<file path="src/rtl/unary_dot_product_if.sv">
// Operand/result handshake bundle for unary_dot_product.
// The master drives operands and out_ready; the slave (the datapath) returns the result.
interface unary_dot_product_if #(
    parameter int unsigned WIDTH     = 4,
    parameter int unsigned NUM_PRODS = 16,
    parameter int unsigned TREE_W    = $clog2(NUM_PRODS + 1),
    parameter int unsigned ACC_W     = 2 * WIDTH + $clog2(NUM_PRODS)
);
    logic                            in_valid;
    logic                            in_ready;
    logic [NUM_PRODS-1:0][WIDTH-1:0] w;
    logic [NUM_PRODS-1:0][WIDTH-1:0] x;
    logic [NUM_PRODS-1:0]            chan_en;
    logic [TREE_W-1:0]               stream_sum;
    logic                            out_valid;
    logic                            out_ready;
    logic [ACC_W-1:0]                result;
    logic                            overflow;

    modport master (
        output in_valid, w, x, chan_en, out_ready,
        input  in_ready, stream_sum, out_valid, result, overflow
    );

    modport slave (
        input  in_valid, w, x, chan_en, out_ready,
        output in_ready, stream_sum, out_valid, result, overflow
    );
endinterface

</file>
<file path="src/rtl/unary_dot_product.sv">
// Unary dot product: per-channel w*x pulse trains, popcount tree, binary accumulator.
// Define UDP_SATURATE_EN to clamp the accumulator on overflow instead of wrapping.
module unary_dot_product #(
    parameter int unsigned WIDTH     = 4,
    parameter int unsigned NUM_PRODS = 16,
    parameter int unsigned TREE_W    = $clog2(NUM_PRODS + 1),
    parameter int unsigned ACC_W     = 2 * WIDTH + $clog2(NUM_PRODS)
) (
    input logic                clk,
    input logic                reset,
    unary_dot_product_if.slave bus
);
    localparam logic [1:0] S_IDLE = 2'd0;
    localparam logic [1:0] S_RUN  = 2'd1;
    localparam logic [1:0] S_DONE = 2'd2;

    logic [1:0]                      state, state_nx;
    logic [NUM_PRODS-1:0][WIDTH-1:0] outer_q, inner_q, x0_q;
    logic [NUM_PRODS-1:0][WIDTH-1:0] outer_nx, inner_nx, x0_nx;
    logic [NUM_PRODS-1:0][WIDTH-1:0] outer_step, inner_step;
    logic [NUM_PRODS-1:0]            active;
    logic [TREE_W-1:0]               pop, stream_q, stream_nx;
    logic [ACC_W-1:0]                acc_q, acc_nx;
    logic [ACC_W:0]                  sum_ext;
    logic                            carry;
    logic                            ovf_q, ovf_nx;
    logic                            first_q;
    logic                            in_ready_q, out_valid_q;
    logic                            accept;

    // Nested down-counter step and per-cycle pulse popcount
    always_comb begin
        active     = '0;
        outer_step = outer_q;
        inner_step = inner_q;
        pop        = '0;
        for (int i = 0; i < int'(NUM_PRODS); i++) begin
            active[i] = (outer_q[i] != '0) && (inner_q[i] != '0);
            if (active[i]) begin
                if (inner_q[i] > WIDTH'(1)) begin
                    inner_step[i] = inner_q[i] - WIDTH'(1);
                end else if (outer_q[i] > WIDTH'(1)) begin
                    inner_step[i] = x0_q[i];
                    outer_step[i] = outer_q[i] - WIDTH'(1);
                end else begin
                    inner_step[i] = '0;
                    outer_step[i] = '0;
                end
            end
            pop = pop + TREE_W'(active[i]);
        end
    end

    assign accept  = bus.in_valid && in_ready_q && (state == S_IDLE);
    assign sum_ext = (ACC_W+1)'(acc_q) + (ACC_W+1)'(stream_q);
    assign carry   = sum_ext[ACC_W];

    // Next-state and datapath next values
    always_comb begin
        state_nx  = state;
        outer_nx  = outer_q;
        inner_nx  = inner_q;
        x0_nx     = x0_q;
        acc_nx    = acc_q;
        ovf_nx    = ovf_q;
        stream_nx = '0;
        case (state)
            S_IDLE: begin
                if (accept) begin
                    state_nx = S_RUN;
                    acc_nx   = '0;
                    ovf_nx   = 1'b0;
                    for (int i = 0; i < int'(NUM_PRODS); i++) begin
                        outer_nx[i] = bus.chan_en[i] ? bus.w[i] : '0;
                        inner_nx[i] = bus.chan_en[i] ? bus.x[i] : '0;
                        x0_nx[i]    = bus.chan_en[i] ? bus.x[i] : '0;
                    end
                end
            end
            S_RUN: begin
                outer_nx = outer_step;
                inner_nx = inner_step;
                ovf_nx   = ovf_q | carry;
`ifdef UDP_SATURATE_EN
                acc_nx   = (carry || ovf_q) ? '1 : sum_ext[ACC_W-1:0];
`else
                acc_nx   = sum_ext[ACC_W-1:0];
`endif
                // The first RUN cycle always passes so an all-idle load still takes one pulse slot
                if (!first_q && (active == '0)) begin
                    state_nx = S_DONE;
                end else begin
                    stream_nx = pop;
                end
            end
            S_DONE: begin
                if (bus.out_ready) begin
                    state_nx = S_IDLE;
                end
            end
            default: begin
                state_nx = S_IDLE;
            end
        endcase
    end

    // State and datapath registers
    always_ff @(posedge clk or posedge reset) begin
        if (reset) begin
            state       <= S_IDLE;
            outer_q     <= '0;
            inner_q     <= '0;
            x0_q        <= '0;
            acc_q       <= '0;
            ovf_q       <= 1'b0;
            first_q     <= 1'b0;
            stream_q    <= '0;
            in_ready_q  <= 1'b0;
            out_valid_q <= 1'b0;
        end else begin
            state       <= state_nx;
            outer_q     <= outer_nx;
            inner_q     <= inner_nx;
            x0_q        <= x0_nx;
            acc_q       <= acc_nx;
            ovf_q       <= ovf_nx;
            first_q     <= accept;
            stream_q    <= stream_nx;
            in_ready_q  <= (state_nx == S_IDLE);
            out_valid_q <= (state_nx == S_DONE);
        end
    end

    assign bus.in_ready   = in_ready_q;
    assign bus.out_valid  = out_valid_q;
    assign bus.result     = acc_q;
    assign bus.overflow   = ovf_q;
    assign bus.stream_sum = stream_q;
endmodule
</file>
<file path="src/flat_wrapper.sv">
// flat-port wrapper written by rule: the top's interface ports become plain ports
module unary_dot_product_flat 
#(
    parameter int unsigned WIDTH     = 4,
    parameter int unsigned NUM_PRODS = 16,
    parameter int unsigned TREE_W    = $clog2(NUM_PRODS + 1),
    parameter int unsigned ACC_W     = 2 * WIDTH + $clog2(NUM_PRODS)
)
  (clk, reset, bus_in_valid, bus_w, bus_x, bus_chan_en, bus_out_ready, bus_in_ready, bus_stream_sum, bus_out_valid, bus_result, bus_overflow);
  unary_dot_product_if #(.WIDTH(WIDTH), .NUM_PRODS(NUM_PRODS), .TREE_W(TREE_W), .ACC_W(ACC_W)) bus_i ();
  input logic clk;
  input logic reset;
  input wire logic [$bits(bus_i.in_valid)-1:0] bus_in_valid;
  input wire logic [$bits(bus_i.w)-1:0] bus_w;
  input wire logic [$bits(bus_i.x)-1:0] bus_x;
  input wire logic [$bits(bus_i.chan_en)-1:0] bus_chan_en;
  input wire logic [$bits(bus_i.out_ready)-1:0] bus_out_ready;
  output wire logic [$bits(bus_i.in_ready)-1:0] bus_in_ready;
  output wire logic [$bits(bus_i.stream_sum)-1:0] bus_stream_sum;
  output wire logic [$bits(bus_i.out_valid)-1:0] bus_out_valid;
  output wire logic [$bits(bus_i.result)-1:0] bus_result;
  output wire logic [$bits(bus_i.overflow)-1:0] bus_overflow;
  assign bus_i.in_valid = bus_in_valid;
  assign bus_i.w = bus_w;
  assign bus_i.x = bus_x;
  assign bus_i.chan_en = bus_chan_en;
  assign bus_i.out_ready = bus_out_ready;
  assign bus_in_ready = bus_i.in_ready;
  assign bus_stream_sum = bus_i.stream_sum;
  assign bus_out_valid = bus_i.out_valid;
  assign bus_result = bus_i.result;
  assign bus_overflow = bus_i.overflow;
  unary_dot_product #(.WIDTH(WIDTH), .NUM_PRODS(NUM_PRODS), .TREE_W(TREE_W), .ACC_W(ACC_W)) u_core (.clk(clk), .reset(reset), .bus(bus_i));
endmodule
</file>
<file path="config.mk">
export PLATFORM = sky130hd
export DESIGN_NAME = unary_dot_product_flat
export DESIGN_NICKNAME = d
export VERILOG_FILES = /design/src/rtl/unary_dot_product_if.sv /design/src/rtl/unary_dot_product.sv /design/src/flat_wrapper.sv
export SDC_FILE = /design/constraint.sdc
export NUM_CORES = 1
export LEC_CHECK = 0
export CORE_ASPECT_RATIO = 0.5
export CORE_MARGIN = 1
export CORE_UTILIZATION = 57
export DETAILED_ROUTE_END_ITERATION = 10
export PLACE_DENSITY = 0.79
export SLEW_MARGIN = 30
export SYNTH_ARGS = -nofsm -noshare
export SYNTH_HDL_FRONTEND = slang
export SYNTH_SLANG_ARGS = --single-unit
</file>
<file path="constraint.sdc">
create_clock -name clk -period 8.2 [get_ports clk]
set_input_delay 1.64 -clock clk [delete_from_list [all_inputs] [get_ports clk]]
set_output_delay 1.64 -clock clk [all_outputs]
set_load 0.05 [all_outputs]
</file>
==> reports/results.ini, run 1 <==
[clock_network]
cts_root_buffer=clkbuf_16
cts_hold_buf=0
post_cts_resized=0
cts_setup_buffers=0
clkSinkCount=215
numCtsBuffers=21
cts.reportedPaths.clkPinSlew_ns=0.07
clk_latency_ns=0.52
htreeDepth=1
cts_tree=yes
clock_tree.buffer_depth=3

[global_route]
grtUsageTotal_pct=30.5
grt_pass1_wl_um=62500
grtUsageMet1_pct=41.3
grt-busiest-layer=met2
grt_pass1_vias=12751
antenna_found_initial=0
gr-usage-met2_pct=51.6
grt-ovfl-total=0
grt_util_met3_pct=4.16
grt_max_degree=135

[route]
via_per_inst=6.33
routed_wl_um=37600
dr.pass1.iters=6
first_iter_violations=1223
vias=12708
ant_nets=0
wl_per_cell_um=18.7
drc=0

[synthesis]
synthArstFlopShare_pct=100
netlist_instances=1560
synthDistinctLibCells=74
ys_seq_area_share_pct=38.9
yosys_warnings=0
syn_area_mm2=0.0138
ys.flop_type=dfrtp_1
synth.net_count=1804
synth_edf_count=0
ys_ff_latch=215
avgSynthCellArea_um2=8.88

[pwr]
p_comb_share_pct=64.3
power_mw=8.60
sw_frac_of_total_pct=47.3
p_int_mw=4.54
seq_power_share_pct=23.3
switchingPower_mw=4.07
clkPwrFrac_pct=12.4
vdd_drop_max_uv=595
powerDensity_mw_per_mm2=524
power_leakage_nw=7.25

[timing]
rsz0062_at_grt=false
fin_tns_setup_ns=0
relSlewSlack_pct=35.1
hold_viol_final=0
finClkSkew_ns=0.0175
setup_ws_ns=3.67
finalMaxSlewViolations=0
worst_pin_slew_ns=0.965
finalCritPeriodShare_pct=55.3
fin_hold_ws_ns=0.475
setup_violations=0
fmax_mhz=221
finalCriticalPeriod_ns=4.53

[cells_and_area]
drive_gt1_share_pct=7.34
fin_util_pct=70.4
final_area_mm2=0.0164
antennaDiodeCount=0
layoutNonFillerInstCount=2009
syn_to_final_growth_pct=18.6
fin_nets=1931

[floorplan]
io_pins=168
core_area_mm2=0.0233
dieArea_mm2=0.0250
initial_core_util_pct=59.4
num_rows=39
die_h_um=112
die_w_um=222

[worst_hold_path]
hp-class=flop to flop

[placed_design]
dp_cells=1971
place.gp.congestion=0.909
placed_cell_area_mm2=0.0157
dp_hpwl_um=25600
dp_slack_ns=3.31
portBuffers=167

[setup_path]
arrival_ns=4.92
reg2reg_slack_ns=3.67
path_cells=inv_1 -> ha_1 -> a22o_1 -> inv_1 -> ha_1 -> inv_1 -> fa_1 -> fa_1 -> fa_1 -> fa_1 -> fa_1 -> inv_1 -> fa_1 -> a21oi_1 -> nor3_1
crit_fanout=4
cp_slowest_cell=fa_1
required_ns=8.59
path_class=flop to flop
critPathBufInv=4
crit_top_cell=fa_1
cpPeakStageDelay_ns=0.53
cp-end-kind=flop
startpoint_type=flop
cp_top_family=adder cells

[outcome]
status=complete, no violations

[run]
max_cap_violations=0

## sequential cells by signal, indices dropped and copies added (netlist names), 2 cells and up
register and count:
u_core.outer_q 64, u_core.bus.stream_sum 5, u_core.bus.result 12, u_core.state 2, u_core.inner_q 64, u_core.x0_q 64
## layer usage
layer | share of wire (%) | vias to the layer above | wire (µm)
met1 | 44 | 6195 | 16700
met4 | 2.0 | 0 | 764
met3 | 6.5 | 75 | 2430
li1 | - | 5932 | -
met5 | 0 | - | 0
met2 | 47 | 506 | 17700
## kinds of logic after synthesis
| kind of cell | synth area share (%) |
|---|---|
| simple gates | 18.3 |
| compound gates | 24.5 |
| flops | 38.9 |
| buf+inv | 4.91 |
| fa+ha+maj | 9.27 |
| mux | 3.82 |
| xor+xnor | 0.316 |
## synthesized netlist by cell type, types with 25 or more instances
cell type	count	area (µm²)
ha_1	85	1060
nand2_1	203	762
nor3_1	64	320
a22o_1	25	219
o21ai_0	128	641
inv_1	86	323
buf_2	36	180
o2bb2ai_1	31	272
dfrtp_1	215	5380
nor2_1	87	327
nand3_1	99	495
clkbuf_1	32	120
a31oi_1	44	275
o211ai_1	35	263
a21oi_1	72	360
## worst reg2reg max path: stages, from the launching register on
cell	delay, ns
dfrtp_1	0.42
inv_1	0.10
ha_1	0.23
a22o_1	0.25
inv_1	0.06
ha_1	0.29
inv_1	0.07
fa_1	0.44
fa_1	0.49
fa_1	0.53
fa_1	0.43
fa_1	0.37
inv_1	0.10
fa_1	0.21
a21oi_1	0.07
nor3_1	0.35
## placed cells by master (no fill, tap or decap), types with 44 or more instances in the layout
cell type	instances
a21oi_1	72
a31oi_1	44
clkdlybuf4s50_1	167
dfrtp_1	214
ha_1	85
inv_1	85
nand2_1	202
nand3_1	99
nor2_1	87
nor3_1	64
o21ai_0	128
## area by class of cell
class | count | area, µm²
clock buffers | 30 | 589
clock inverters | 8 | 144
fillers | 1764 | 6910
inverters | 87 | 339
multi-input cells | 1183 | 7820
flip-flops and latches | 215 | 5380
well taps | 307 | 384
repair buffers | 179 | 1760
## final timing paths
| kind | end | cells past startpoint | start |
|---|---|---|---|
| max in group asynchronous | u_core.inner_q[8] | 3 | reset |
| hold / removal | u_core.x0_q[56] | 2 | u_core.x0_q[56] |
| setup reg to reg | u_core.bus.stream_sum[4] | 15 | u_core.outer_q[0] |
| setup / recovery | u_core.bus.stream_sum[4] | 15 | u_core.outer_q[0] |
| hold reg to reg | u_core.x0_q[56] | 2 | u_core.x0_q[56] |
| min in group asynchronous | u_core.outer_q[48] | 2 | reset |
## power groups by stage
stage | Sequential, mW | Combinational (mW) | Clock (mW)
after floorplan | 2.04 | 4.14 | 0
after global placement | 1.98 | 5.19 | 0
after detailed placement | 2.00 | 5.49 | 0
after CTS | 1.99 | 5.52 | 1.07
after global routing | 2.06 | 6.25 | 1.12
final | 2.01 | 5.53 | 1.06
Power figures use the tool's default switching activity.
==> run 2: changes to the inputs <==
clock period = 4.3 ns   (was 8.2 ns; I/O delays follow)
==> run 2 against run 1 <==
Against the previous run:
- design area up 1.4%
- flip-flop and latch count did not move
- register-to-register slack worse by 3.6 ns
- via count rose by 0.13%
- combinational power up 99%
- largest power group unchanged
- highest routed layer unchanged
==> reports/results.ini, run 2 (same netlist as run 1, synthesis figures left out) <==
[cells_and_area]
register_area_mm2=0.00538
mostFrequentLayoutCell=dfrtp_1
antennaDiodeCount=0
syn_to_final_growth_pct=20.2
reg_top3=u_core.inner_q: 64 flops, u_core.outer_q: 64 flops, u_core.x0_q: 64 flops
final_cell_mix=dfrtp_1 (214), nand2_1 (202), clkdlybuf4s50_1 (167)
multi_input_area_mm2=0.00790
n_fill_cell=1739
drive_gt1_share_pct=9.71
fin_nets=1948
final_area_mm2=0.0166
fin_util_pct=71.4

[route]
drc=0
via_per_inst=6.28
wl_per_cell_um=18.5
vias=12724
dr.pass1.iters=5
ant_nets=0
routed_wl_um=37500
first_iter_violations=1033

[setup_path]
r2r-start=u_core.outer_q[0]
cp-end-kind=flop
cp.depth=15
crit_fanout=4
required_ns=4.70
path_class=flop to flop
arrival_ns=4.59
path_cells=inv_2 -> ha_4 -> a22o_1 -> inv_1 -> ha_1 -> inv_1 -> fa_1 -> fa_1 -> fa_2 -> fa_1 -> fa_2 -> inv_2 -> fa_2 -> nand2_1 -> nor2_1
critPathLaunch=u_core.outer_q[0]
reg2reg_slack_ns=0.12
r2r_cells=15
r2r-end=u_core.bus.stream_sum[1]
startpoint_type=flop
cp_top_family=adder cells
critPathBufInv=4
cpPeakStageDelay_ns=0.56
cp_slowest_cell=fa_2
crit_end=u_core.bus.stream_sum[1]

[pwr]
sw_frac_of_total_pct=46.9
p_comb_share_pct=65.6
power_leakage_nw=7.34
p_int_mw=8.91
vdd_drop_max_uv=939
powerDensity_mw_per_mm2=1010
seq_power_share_pct=22.7
power_mw=16.8
switchingPower_mw=7.88
clkPwrFrac_pct=11.7

[floorplan]
initial_core_util_pct=59.4
dieArea_mm2=0.0250
core_area_mm2=0.0233
num_rows=39
io_pins=168
die_h_um=112
die_w_um=222

[timing]
finClkSkew_ns=0.0215
rsz0062_at_grt=true
fin_hold_ws_ns=0.470
relSlewSlack_pct=39.6
finalCritPeriodShare_pct=97.3
setup_violations=0
finalCriticalPeriod_ns=4.18
worst_pin_slew_ns=0.899
finalMaxSlewViolations=0
fmax_mhz=239
hold_viol_final=0

[clock_network]
cts_root_buffer=clkbuf_16
clock_tree.buffer_depth=3
cts.reportedPaths.clkPinSlew_ns=0.07
clkSinkCount=215
clk_latency_ns=0.53
numCtsBuffers=21
cts_tree=yes
htreeDepth=1
cts_hold_buf=0

[placed_design]
placed_cell_area_mm2=0.0158
portBuffers=167
dp_hpwl_um=25700
place.gp.congestion=0.922

[global_route]
grt_pass1_vias=12572
grt-ovfl-total=0
grtUsageTotal_pct=30.0
antenna_found_initial=0
grt_pass1_wl_um=61800
grt_max_degree=192

[outcome]
status=complete, no violations

[run]
max_cap_violations=0

[worst_hold_path]
hp-class=flop to flop

==> run 2: cell count changes in the layout (fill, tap and decap cells not counted), moves of 4 or more <==
cell / change
buf_4: +14
inv_2: +9
inv_1: -9
clkbuf_1: -5
ha_4: +4
ha_1: -5
clkbuf_8: +7
==> run 2: worst min-delay path by stage <==
stage	from	endpoint	slack, ns	cells after the start
final	u_core.x0_q[45]	u_core.x0_q[45]	0.47	2
after global routing	u_core.x0_q[9]	u_core.x0_q[9]	0.50	2
after CTS	u_core.x0_q[45]	u_core.x0_q[45]	0.47	2
after detailed placement	u_core.x0_q[45]	u_core.x0_q[45]	0.45	2
after global placement	u_core.x0_q[56]	u_core.x0_q[56]	0.45	2
after floorplan	u_core.x0_q[45]	u_core.x0_q[45]	0.44	2
==> run 2: tightest hold or removal path, delay by kind of cell, from the launching register on <==
| family | cells | cell delay (ns) |
|---|---|---|
| flip-flops | 1 | 0.34 |
| AND/OR/NAND/NOR | 2 | 0.10 |
==> run 2: through the flow <==
step           setup slack, ns  std cells   TNS, ns
6_report                 0.116       2026         0
5_1_grt                -0.0335       2026   -0.0345
4_1_cts                 0.0109       2024         0
3_5_place_dp          -0.00590       1986  -0.00590
3_3_place_gp            0.0911       1986         0
2_1_floorplan            0.142       1560         0
==> run 2: layer usage <==
| metal | vias up | routed length, µm | GRT usage [%] | share of wire [%] |
|---|---|---|---|---|
| met1 | 6201 | 16900 | 41.4 | 45 |
| met4 | 0 | 725 | 7.91 | 1.9 |
| met3 | 67 | 2180 | 4.11 | 5.8 |
| li1 | 5982 | - | - | - |
| met2 | 474 | 17600 | 50.1 | 47 |
| met5 | - | 0 | 0 | 0 |
==> run 2: layout make-up <==
cell class                      count  share of cell area (%)
Multi-Input combinational cell   1183                    47.4
Inverter                           87                    1.98
Clock inverter                      6                   0.353
Timing Repair Buffer              196                    11.6
Sequential cell                   215                    32.3
Tap cell                          307                    2.31
Clock buffer                       32                    4.01
==> run 2: power by group through the flow <==
stage	registers (mW)	logic, mW	clock network (mW)
after floorplan	3.89	7.90	0
after global placement	3.75	9.94	0
after detailed placement	3.80	10.5	0
after CTS	3.77	10.6	1.97
after global routing	3.93	12.4	2.05
final	3.81	11.0	1.96
==> run 2: what timing repair did <==
action / in CTS / in global routing
pin swaps: 0 / 3
buffers inserted: 0 / 2
endpoints found under the setup margin: 1 / 4
gates resized for setup: 1 / 23
==> variant (config.mk and constraints of run 2) <==
Build with the macro `UDP_SATURATE_EN` defined.
--- a/src/rtl/unary_dot_product.sv
+++ b/src/rtl/unary_dot_product.sv
@@ -1,4 +1,6 @@
 // Unary dot product: per-channel w*x pulse trains, popcount tree, binary accumulator.
 // Define UDP_SATURATE_EN to clamp the accumulator on overflow instead of wrapping.
+`define UDP_SATURATE_EN
+
 module unary_dot_product #(
     parameter int unsigned WIDTH     = 4,
Behaviour: same outputs for any inputs over 4 cycles, from zero or initial values and one cycle with reset high; that may be too few to reach the edited logic, so the function may still have changed.
==> variant against run 2 <==
- the flow now finishes with violations (setup timing)
- sequential cell count did not move
- via count is 1.6% higher
- clock skew decreased by 0.0041 ns
- final area increased by 1.8%
- synthesized area is 0.48% higher
- sequential power is essentially flat
- total power is 1.5% higher
- sequential share of layout area decreased by 0.56 points
- final cell count up 2.1%
- setup slack got worse by 0.12 ns
- wire length up 2.3%
- critical path type unchanged
- largest cell class unchanged
==> variant: results (changes against run 2) <==
| Metric | Value |
|---|---|
| Reg2reg start | u_core.inner_q[4] |
| Unique masters post-synth | 75 (+1.4%) |
| Layout net count | 1992 (+2.3%) |
| Worst vdd ir | 0.00121 V (+29%) |
| Min-delay src | u_core.x0_q[14] |
| Global-route wire length before repair | 63.4 mm (+2.5%) |
| Final setup vio count | 1 (+1) |
| Residual DRC | 0 (unchanged) |
| Via count | 12900 (+1.6%) |
| Relative slew slack | 33.8% (-5.8 points) |
| CP max-delay cell | fa_1 |
| GPL Wtd Cong | 0.885 (-4.0%) |
| Async set-reset flop share out of synthesis | 100% (unchanged) |
| All-Layer GR Usage | 30.8% (+0.84 points) |
| Pleak | 7.45 nW (+1.6%) |
| Largest net degree at the start of global routing | 88 (-54%) |
| Seq/Total Area, Yosys | 38.7% (-0.19 points) |
| First-pass DRT Iterations | 5 (unchanged) |
| Layout cell share with drive strength beyond 1 | 11.0% (+1.2 points) |
| Clock Latency Late Sink | 0.52 ns |
| Setup ws final | -0.00794 ns (-0.124 ns) |
| Status | complete, but fails checks |
| Clock Skew | 0.0175 ns (-0.00405 ns) |
| Max clock buf depth | 3 (unchanged) |
| Synth cell count leaders | dfrtp_1, nand2_1, o21ai_0 |
| Cts bufs inserted | 20 (-4.8%) |
| Synth area leaders | dfrtp_1, ha_1, nand2_1 |
| Failing checks | setup timing |
| H-Tree Depth | 1 (unchanged) |
| Crit path from | u_core.inner_q[4] |
| WL/cell | 18.5 um (+0.20%) |
| Net Count, Synth | 1822 (+1.0%) |
| Slowest Stage Delay on Critical Path | 0.58 ns (+0.02 ns) |
| Pre-CTS setup slack | -0.158 ns (-0.152 ns) |
| Initial antenna violation count | 1 (+1) |
| Initial DRC count | 1194 (+16%) |
| HPWL after DPL | 27.0 mm (+4.9%) |
| Critical Path AT | 4.72 ns (+0.13 ns) |
| CP max FO | 2 (-2) |
==> variant: cell types whose count changed after synthesis, moves of 11 or more <==
cell / delta
nor3_1: -13
o21ai_0: -13
inv_1: +13
nand3_1: -11
o31ai_1: -13
a31oi_1: +12
nand2b_1: -12
==> variant: power by group <==
| part | switching, W | total, W | internal, W |
|---|---|---|---|
| Sequential | 0.000829 | 0.00380 | 0.00297 |
| Clock | 0.000804 | 0.00189 | 0.00109 |
| Combinational | 0.00611 | 0.0114 | 0.00524 |
| Total | 0.00775 | 0.0170 | 0.00930 |
==> variant: metal layers <==
metal  share of wire, %  track usage (%)  up-vias
li1                   -                -     6064
met1                 44             40.7     6339
met2                 48             53.5      453
met3                5.6             4.37       68
met4                2.2             8.23        0
met5                  0                0        -
==> variant: metrics by stage <==
step	std cells	TNS [ns]	utilization, %	cell area, sq um	hold WS [ns]
final	2069	-0.00794	72.5	16900	0.480
after global routing	2069	-0.149	72.5	16900	0.510
after CTS	2064	-0.0373	72.2	16900	0.485
after detailed placement	2013	-0.230	68.5	16000	0.465
after global placement	2013	0	68.5	16000	0.462
after floorplan	1578	0	-	13900	0.440
==> variant: critical path: cells and delay by family, from the launching register on <==
family / cells / cell delay (ns)
buf+inv: 4 / 0.30
fa+ha+maj: 8 / 3.13
compound gates: 1 / 0.26
simple gates: 1 / 0.16
flops: 1 / 0.37
==> variant: area by class of cell <==
class / instances / area [sq um]
Multi-Input combinational cell: 1185 / 7910
Fill cell: 1756 / 6440
Sequential cell: 215 / 5380
Timing Repair Buffer: 226 / 2190
Clock buffer: 31 / 643
Tap cell: 307 / 384
Inverter: 100 / 379
Clock inverter: 4 / 45.0
Antenna cell: 1 / 2.50
==> variant: what timing repair did <==
action | CTS | global route
gates resized for setup | 18 | 7
setup endpoints to repair | 4 | 4
pin swaps | 8 | 9
hold endpoints to repair | 0 | 0
buffers inserted | 16 | 4
==> variant: path summary, 6_finish.rpt <==
check,to,slack (ns),depth (start not counted)
worst min-delay path,u_core.x0_q[14],0.48,2
min in group asynchronous,u_core.outer_q[56],0.79,2
worst max-delay path,u_core.bus.stream_sum[1],-0.008,14
max in group asynchronous,u_core.x0_q[7],2.61,3
worst min register to register,u_core.x0_q[14],0.48,2
worst max register to register,u_core.bus.stream_sum[1],-0.008,14
==> variant: cells by family after synthesis <==
logic type	synth area share [%]
AOI/OAI and AO/OA	23.8
adders and majority gates	9.23
xor gates and xnor gates	0.504
DFF	38.7
muxes	4.57
and+or+nand+nor	18.0
buffers and inverters	5.25
